--- src/rtl/conv_pkg.sv ---
// Shared defaults and types for the rate-1/N feed-forward convolutional encoder.
package conv_pkg;

  localparam int          DEF_K   = 3;
  localparam int          DEF_N   = 2;
  localparam logic [5:0]  DEF_GEN = 6'b101_111;

  typedef enum logic {DATA, FLUSH} state_t;

  // Flush counter width; it must hold K-1.
  function automatic int cnt_width(input int k);
    return (k < 2) ? 1 : $clog2(k);
  endfunction

  localparam int CW = cnt_width(DEF_K);

endpackage

--- src/rtl/conv_encoder_if.sv ---
// Valid/ready bus of the encoder: serial bits in, N-bit symbols out.
interface conv_encoder_if #(
  parameter int N = 2
);
  logic         in_valid;
  logic         in_ready;
  logic         in_bit;
  logic         in_last;
  logic         out_valid;
  logic         out_ready;
  logic [N-1:0] out_sym;
  logic         out_last;

  modport master (
    input  in_valid, in_bit, in_last, out_ready,
    output in_ready, out_valid, out_sym, out_last
  );

  modport slave (
    output in_valid, in_bit, in_last, out_ready,
    input  in_ready, out_valid, out_sym, out_last
  );
endinterface

--- src/rtl/conv_gen_xor.sv ---
// One generator polynomial: parity of the tapped input window. Purely combinational.
module conv_gen_xor #(
  parameter int         K = 3,
  parameter logic [K-1:0] G = '1
) (
  input  logic [K-1:0] u,
  output logic         y
);
  assign y = ^(G & u);
endmodule

--- src/rtl/conv_encoder.sv ---
// Rate-1/N convolutional encoder; CONV_ENCODER_TAIL_EN appends K-1 zero tail symbols per frame.
// One-cycle registered output; a stalled symbol holds and blocks input until out_ready.
module conv_encoder
  import conv_pkg::*;
#(
  parameter int             K   = DEF_K,
  parameter int             N   = DEF_N,
  parameter logic [N*K-1:0] GEN = (N*K)'(DEF_GEN)
) (
  input  logic          clk,
  input  logic          rst_n,
  conv_encoder_if.master bus,
  output logic          busy
);

  logic [K-2:0] sr;
  logic [K-1:0] u;
  logic [N-1:0] sym_next;
  logic         slot_free;
  logic         accept;

  assign slot_free = !bus.out_valid || bus.out_ready;

`ifdef CONV_ENCODER_TAIL_EN
  localparam int CNT_W = cnt_width(K);

  state_t           state;
  logic [CNT_W-1:0] cnt;
  logic             flush_step;

  // Tail symbols shift zeros in, regardless of whatever sits on in_bit.
  assign u            = {(state == DATA) & bus.in_bit, sr};
  assign bus.in_ready = (state == DATA) && slot_free;
  assign flush_step   = (state == FLUSH) && slot_free;
  assign busy         = (state == FLUSH) || bus.out_valid;
`else
  assign u            = {bus.in_bit, sr};
  assign bus.in_ready = slot_free;
  assign busy         = bus.out_valid;
`endif

  assign accept = bus.in_valid && bus.in_ready;

  for (genvar gi = 0; gi < N; gi++) begin : g_gen
    conv_gen_xor #(
      .K (K),
      .G (GEN[gi*K +: K])
    ) u_gen_xor (
      .u (u),
      .y (sym_next[gi])
    );
  end

  always_ff @(posedge clk or negedge rst_n) begin
    if (!rst_n) begin
      bus.out_valid <= 1'b0;
      bus.out_sym   <= '0;
      bus.out_last  <= 1'b0;
      sr            <= '0;
`ifdef CONV_ENCODER_TAIL_EN
      state         <= DATA;
      cnt           <= '0;
`endif
    end else begin
      if (bus.out_ready) begin
        bus.out_valid <= 1'b0;
      end
      if (accept) begin
        bus.out_valid <= 1'b1;
        bus.out_sym   <= sym_next;
        sr            <= u[K-1:1];
`ifdef CONV_ENCODER_TAIL_EN
        bus.out_last  <= 1'b0;
        if (bus.in_last) begin
          state <= FLUSH;
          cnt   <= CNT_W'(K-1);
        end
`else
        bus.out_last  <= bus.in_last;
        if (bus.in_last) begin
          sr <= '0;
        end
`endif
      end
`ifdef CONV_ENCODER_TAIL_EN
      if (flush_step) begin
        bus.out_valid <= 1'b1;
        bus.out_sym   <= sym_next;
        bus.out_last  <= (cnt == CNT_W'(1));
        sr            <= u[K-1:1];
        cnt           <= cnt - CNT_W'(1);
        if (cnt == CNT_W'(1)) begin
          sr    <= '0;
          state <= DATA;
        end
      end
`endif
    end
  end

endmodule

--- src/flat_wrapper.sv ---
// flat-port wrapper written by rule: the top's interface ports become plain ports
module conv_encoder_flat import conv_pkg::*;
#(
  parameter int             K   = DEF_K,
  parameter int             N   = DEF_N,
  parameter logic [N*K-1:0] GEN = (N*K)'(DEF_GEN)
)
  (clk, rst_n, busy, bus_in_valid, bus_in_bit, bus_in_last, bus_out_ready, bus_in_ready, bus_out_valid, bus_out_sym, bus_out_last);
  conv_encoder_if #(.N(N)) bus_i ();
  input  logic clk;
  input  logic rst_n;
  output logic busy;
  input wire logic [$bits(bus_i.in_valid)-1:0] bus_in_valid;
  input wire logic [$bits(bus_i.in_bit)-1:0] bus_in_bit;
  input wire logic [$bits(bus_i.in_last)-1:0] bus_in_last;
  input wire logic [$bits(bus_i.out_ready)-1:0] bus_out_ready;
  output wire logic [$bits(bus_i.in_ready)-1:0] bus_in_ready;
  output wire logic [$bits(bus_i.out_valid)-1:0] bus_out_valid;
  output wire logic [$bits(bus_i.out_sym)-1:0] bus_out_sym;
  output wire logic [$bits(bus_i.out_last)-1:0] bus_out_last;
  assign bus_i.in_valid = bus_in_valid;
  assign bus_i.in_bit = bus_in_bit;
  assign bus_i.in_last = bus_in_last;
  assign bus_i.out_ready = bus_out_ready;
  assign bus_in_ready = bus_i.in_ready;
  assign bus_out_valid = bus_i.out_valid;
  assign bus_out_sym = bus_i.out_sym;
  assign bus_out_last = bus_i.out_last;
  conv_encoder #(.K(K), .N(N), .GEN(GEN)) u_core (.clk(clk), .rst_n(rst_n), .bus(bus_i), .busy(busy));
endmodule
--- config.mk ---
export PLATFORM = sky130hd
export DESIGN_NAME = conv_encoder_flat
export DESIGN_NICKNAME = d
export VERILOG_FILES = /design/src/rtl/conv_pkg.sv /design/src/rtl/conv_encoder_if.sv /design/src/rtl/conv_gen_xor.sv /design/src/rtl/conv_encoder.sv /design/src/flat_wrapper.sv
export SDC_FILE = /design/constraint.sdc
export NUM_CORES = 1
export LEC_CHECK = 0
export CORE_AREA = 2 2 39 41
export CTS_CLUSTER_DIAMETER = 80
export DETAILED_ROUTE_END_ITERATION = 12
export DIE_AREA = 0 0 41 43
export SLEW_MARGIN = 40
export SYNTH_ARGS = -nofsm -noshare
export SYNTH_HDL_FRONTEND = slang
export SYNTH_SLANG_ARGS = --single-unit
--- constraint.sdc ---
create_clock -name clk -period 1.45 [get_ports clk]
set_input_delay 0.2175 -clock clk [delete_from_list [all_inputs] [get_ports clk]]
set_output_delay 0.2175 -clock clk [all_outputs]
set_load 0.03 [all_outputs]
Word-level counts from Yosys, hierarchy flattened

Cells that the tools add are included.

Multiplexer cells: 3
Reduce and logical (&&, ||, !) cells: 6

Operators with widths:

| cell                | number |
|---|---|
| XOR reduction 3 bit | 2 |
| two-way mux 1 bit   | 2 |
| two-way mux 2 bit   | 1 |
| nonzero test 2 bit  | 1 |
| logical AND 1 bit   | 1 |
| logical NOT 1 bit   | 1 |
| logical OR 1 bit    | 1 |

Flip-flop bits (word level): 6
Input bits: 6
Output and inout port bits: 6
Word-level logic and storage cells: 13

Depth between registers and ports, before layout

Depth after elaboration: 4
Gate-level depth with buffers: 3
Mapped depth without buffers: 3

By module

A second synthesis with hierarchy kept.

Cells, all modules: 19
Area total of the unflattened synthesis: 314.1 um^2

Modules (own cells, without submodules):

| module                                    | instances | cells an instance | area each (um^2) |
|---|---|---|---|
| conv_encoder                              | 1         | 17                | 281.5 |
| conv_gen_xor at u_core.g_gen[0].u_gen_xor | 1         | 1                 | 23.8 |
| conv_gen_xor at u_core.g_gen[1].u_gen_xor | 1         | 1                 | 8.8 |

Worst setup path after synthesis

OpenSTA, ideal clock, no wires.

Kind: reg-to-reg
Start point: register u_core.bus.out_valid
End point: register u_core.bus.out_last
Data arrival time: 1.167 ns
Required time: 1.325 ns
Setup slack: 0.158 ns
Stages on the path, launching flop included: 4
Clock period less this slack: 1.292 ns
Cells stage by stage: dfrtp_1 > nand2b_4 > nand2_2 > mux2_2

Word-level cells in the longest chain between the ends: 3

Ends and longest elaborated chain:

| element                | RTL line              | text |
|---|---|---|
| from (decl)            | conv_encoder_if.sv:16 | `output in_ready, out_valid, out_sym, out_last` |
| from (signal assigned) | conv_encoder.sv:56    | `bus.out_valid <= 1'b0;` |
| from (signal assigned) | conv_encoder.sv:66    | `bus.out_valid <= 1'b0;` |
| from (signal assigned) | conv_encoder.sv:69    | `bus.out_valid <= 1'b1;` |
| logical NOT 1 bit      | conv_encoder.sv:22    | `assign slot_free = !bus.out_valid \|\| bus.out_ready;` |
| logical OR 1 bit       | conv_encoder.sv:22    |  |
| named net bus_in_ready | flat_wrapper.sv:17    | `output wire logic [$bits(bus_i.in_ready)-1:0] bus_in_ready;` |
| logical AND 1 bit      | conv_encoder.sv:42    | `assign accept = bus.in_valid && bus.in_ready;` |
| to (signal assigned)   | conv_encoder.sv:79    | `bus.out_last <= bus.in_last;` |
| to (decl)              | conv_encoder_if.sv:16 |  |

The timed path passes the listed nets, and every way through them passes these cells.
A chain may end at the register's enable or synchronous reset.

Final worst setup path

Start point: register u_core.bus.out_valid
End point: output bus_out_valid

RTL lines:

| element   | RTL line           | text |
|---|---|---|
| to (decl) | flat_wrapper.sv:18 | `output wire logic [$bits(bus_i.out_valid)-1:0] bus_out_valid;` |

No word-level cell between the ends.

==> impl_metrics.ini <==
[status]
status = finished, final reports clean

[sta]
layout_min_cycle_time_ns = 1.27
whs_ns = 0.217
setup_viol = 0
final-hold-violation-count = 0
finClkSkew_ns = 0.00104
timing.fmax_ghz = 0.789
worst_pin_slew_ns = 0.300
fin_ws_ns = 0.182
rsz0062_at_grt = no
fin_crit_sh_pct = 87.4
report.final.slew_viol_count = 0
slew_headroom_pct = 80.1
setup_tns_ns = 0

[synthesis]
ys_warn_count = 0
synth_top_cell_area_share_pct = 55.6
ys_seq_area_share_pct = 55.6
yosys.area.top_type = dfrtp_1
netlist_area_um2 = 270
synth_common_cells = 6 x dfrtp_1, 5 x mux2_2, 2 x nor2b_1, 2 x xor2_1
synthDistinctLibCells = 8
synth_edf_count = 0
synthArstFlopShare_pct = 100
netlist_instances = 19
syn-num-nets = 25
yosysMostFrequentCell = dfrtp_1
syn_avg_cell_area_um2 = 14.2
yosys-top-cells-area = dfrtp_1 56%, mux2_2 21%, xor2_1 6.5%
ys_ff_latch = 6
dominantRegCellSynth = dfrtp_1

[grt]
track_usage_pct = 7.58
antenna_found_initial = 0
grt_overflow = 0
grt_max_degree = 7
grt_pass1_vias = 203
grt_pass1_wl_um = 800

[worst_setup_path]
crit_path_end_kind = output pin
crit_path_start_kind = flip-flop
arrival_ns = 1.05
cp_cell_sequence = dlygate4sd2_1
crit_path_max_incr_delay_ns = 0.42
crit_buf_inv = 1
cp_top_family = buffers and inverters
crit_slowest_cell = dlygate4sd2_1
crit_required_ns = 1.23
critPathMaxFanout = 3
crit_type = reg2out

[pwr]
power_leakage_nw = 0.186
power_mw = 0.524
ir_worst_vdd_mv = 0.410
power_density_nw_per_um2 = 1290

[clock_network]
numCtsBuffers = 3
cts_buffer_depth = 2
cts_setup_buffers = 0
cts_tree = built
cts_root_buf = clkbuf_4
clk_latency_ns = 0.24
cts_sinks = 6
h-tree-depth = 1
path_clk_slew_ns = 0.04

[cells_and_area]
finalNonFillerCells = 48
diodes = 0
final_util_pct = 29.4
fin_area_um2 = 407
fillers = 147
multi_input_area_um2 = 113
drive_above_1_share_pct = 34.4
seq_area_um2 = 150
fin_nets = 40
synthToLayoutAreaGrowth_pct = 50.5

[die]
ios = 12
core-area_um2 = 1380
rows = 14
fp.dieH_um = 43
die_x_um = 41
die-area_um2 = 1760
initial_core_util_pct = 19.5

[routing]
wl_um = 479
drc = 0
num_vias = 188
first_pass_iters = 2
vias_per_cell = 3.92
wl_per_cell_um = 9.98
antenna_left = 0
drt_iter0_markers = 3

[place]
place_inst = 45
gp_congestion = 0.616
port_buffers = 11
dpl-instance-area_um2 = 390
place_ws_ns = 0.0656

[run]
maxCapViolCount = 0

[worst_hold_path]
hold_path.class = in2async
[layout by cell type, fill, tap and decap left out, drive strengths merged]
master / netlist / layout
nand2b: 2 / 2
buf: 1 / 1
clkdlybuf4s50: 0 / 5
xor2: 2 / 2
dfrtp: 6 / 6
dlygate4sd2: 0 / 5
nor2b: 2 / 2
nand2: 1 / 1
clkbuf: 0 / 3
mux2: 5 / 5
[final cells by class]
cell class	instances	area share [%]
sequential	6	36.9
timing repair buffer	11	24.9
tap	16	4.92
clock buffer	3	5.54
multi-input combinational	12	27.7
[per-layer routing]
metal	up-vias	track usage (%)	wire length (um)
li1	89	-	-
met1	83	6.91	182
met2	14	10.3	210
met3	2	7.85	76
met4	0	4.00	10
met5	-	0	0
[power breakdown]
part           leakage, nW  internal (mW)  switching [mW]
clock network       0.0138         0.0931          0.0531
logic                0.100         0.0717          0.0894
registers           0.0721          0.199          0.0182
[sequential cells by signal, indices dropped and copies added (netlist names)]
register	count
u_core.bus.out_last	1
u_core.bus.out_sym	2
u_core.bus.out_valid	1
u_core.sr	2
[path summary, 6_finish.rpt]
| check | from | endpoint | slack [ns] | depth (start not counted) |
|---|---|---|---|---|
| setup / recovery | u_core.bus.out_valid | bus_out_valid | 0.18 | 1 |
| max in group asynchronous | rst_n | u_core.sr[1] | 1.02 | 1 |
| hold reg to reg | u_core.bus.out_last | u_core.bus.out_last | 0.51 | 1 |
| setup reg to reg | u_core.bus.out_valid | u_core.sr[1] | 0.39 | 3 |
| min in group clk | u_core.bus.out_last | u_core.bus.out_last | 0.51 | 1 |
| hold / removal | rst_n | u_core.bus.out_sym[0] | 0.22 | 1 |
[timing repair]
| item | CTS | global route |
|---|---|---|
| setup endpoints to repair | 5 | 0 |
| hold buffers | 0 | 0 |
| gates resized for setup | 5 | 0 |
[logic make-up after synthesis]
| logic type | share of synthesized area, % |
|---|---|
| AND/OR/NAND/NOR | 14.4 |
| XOR/XNOR | 6.48 |
| flip-flops | 55.6 |
| multiplexers | 20.8 |
| buffers and inverters | 2.78 |
Power figures use the tool's default switching activity.
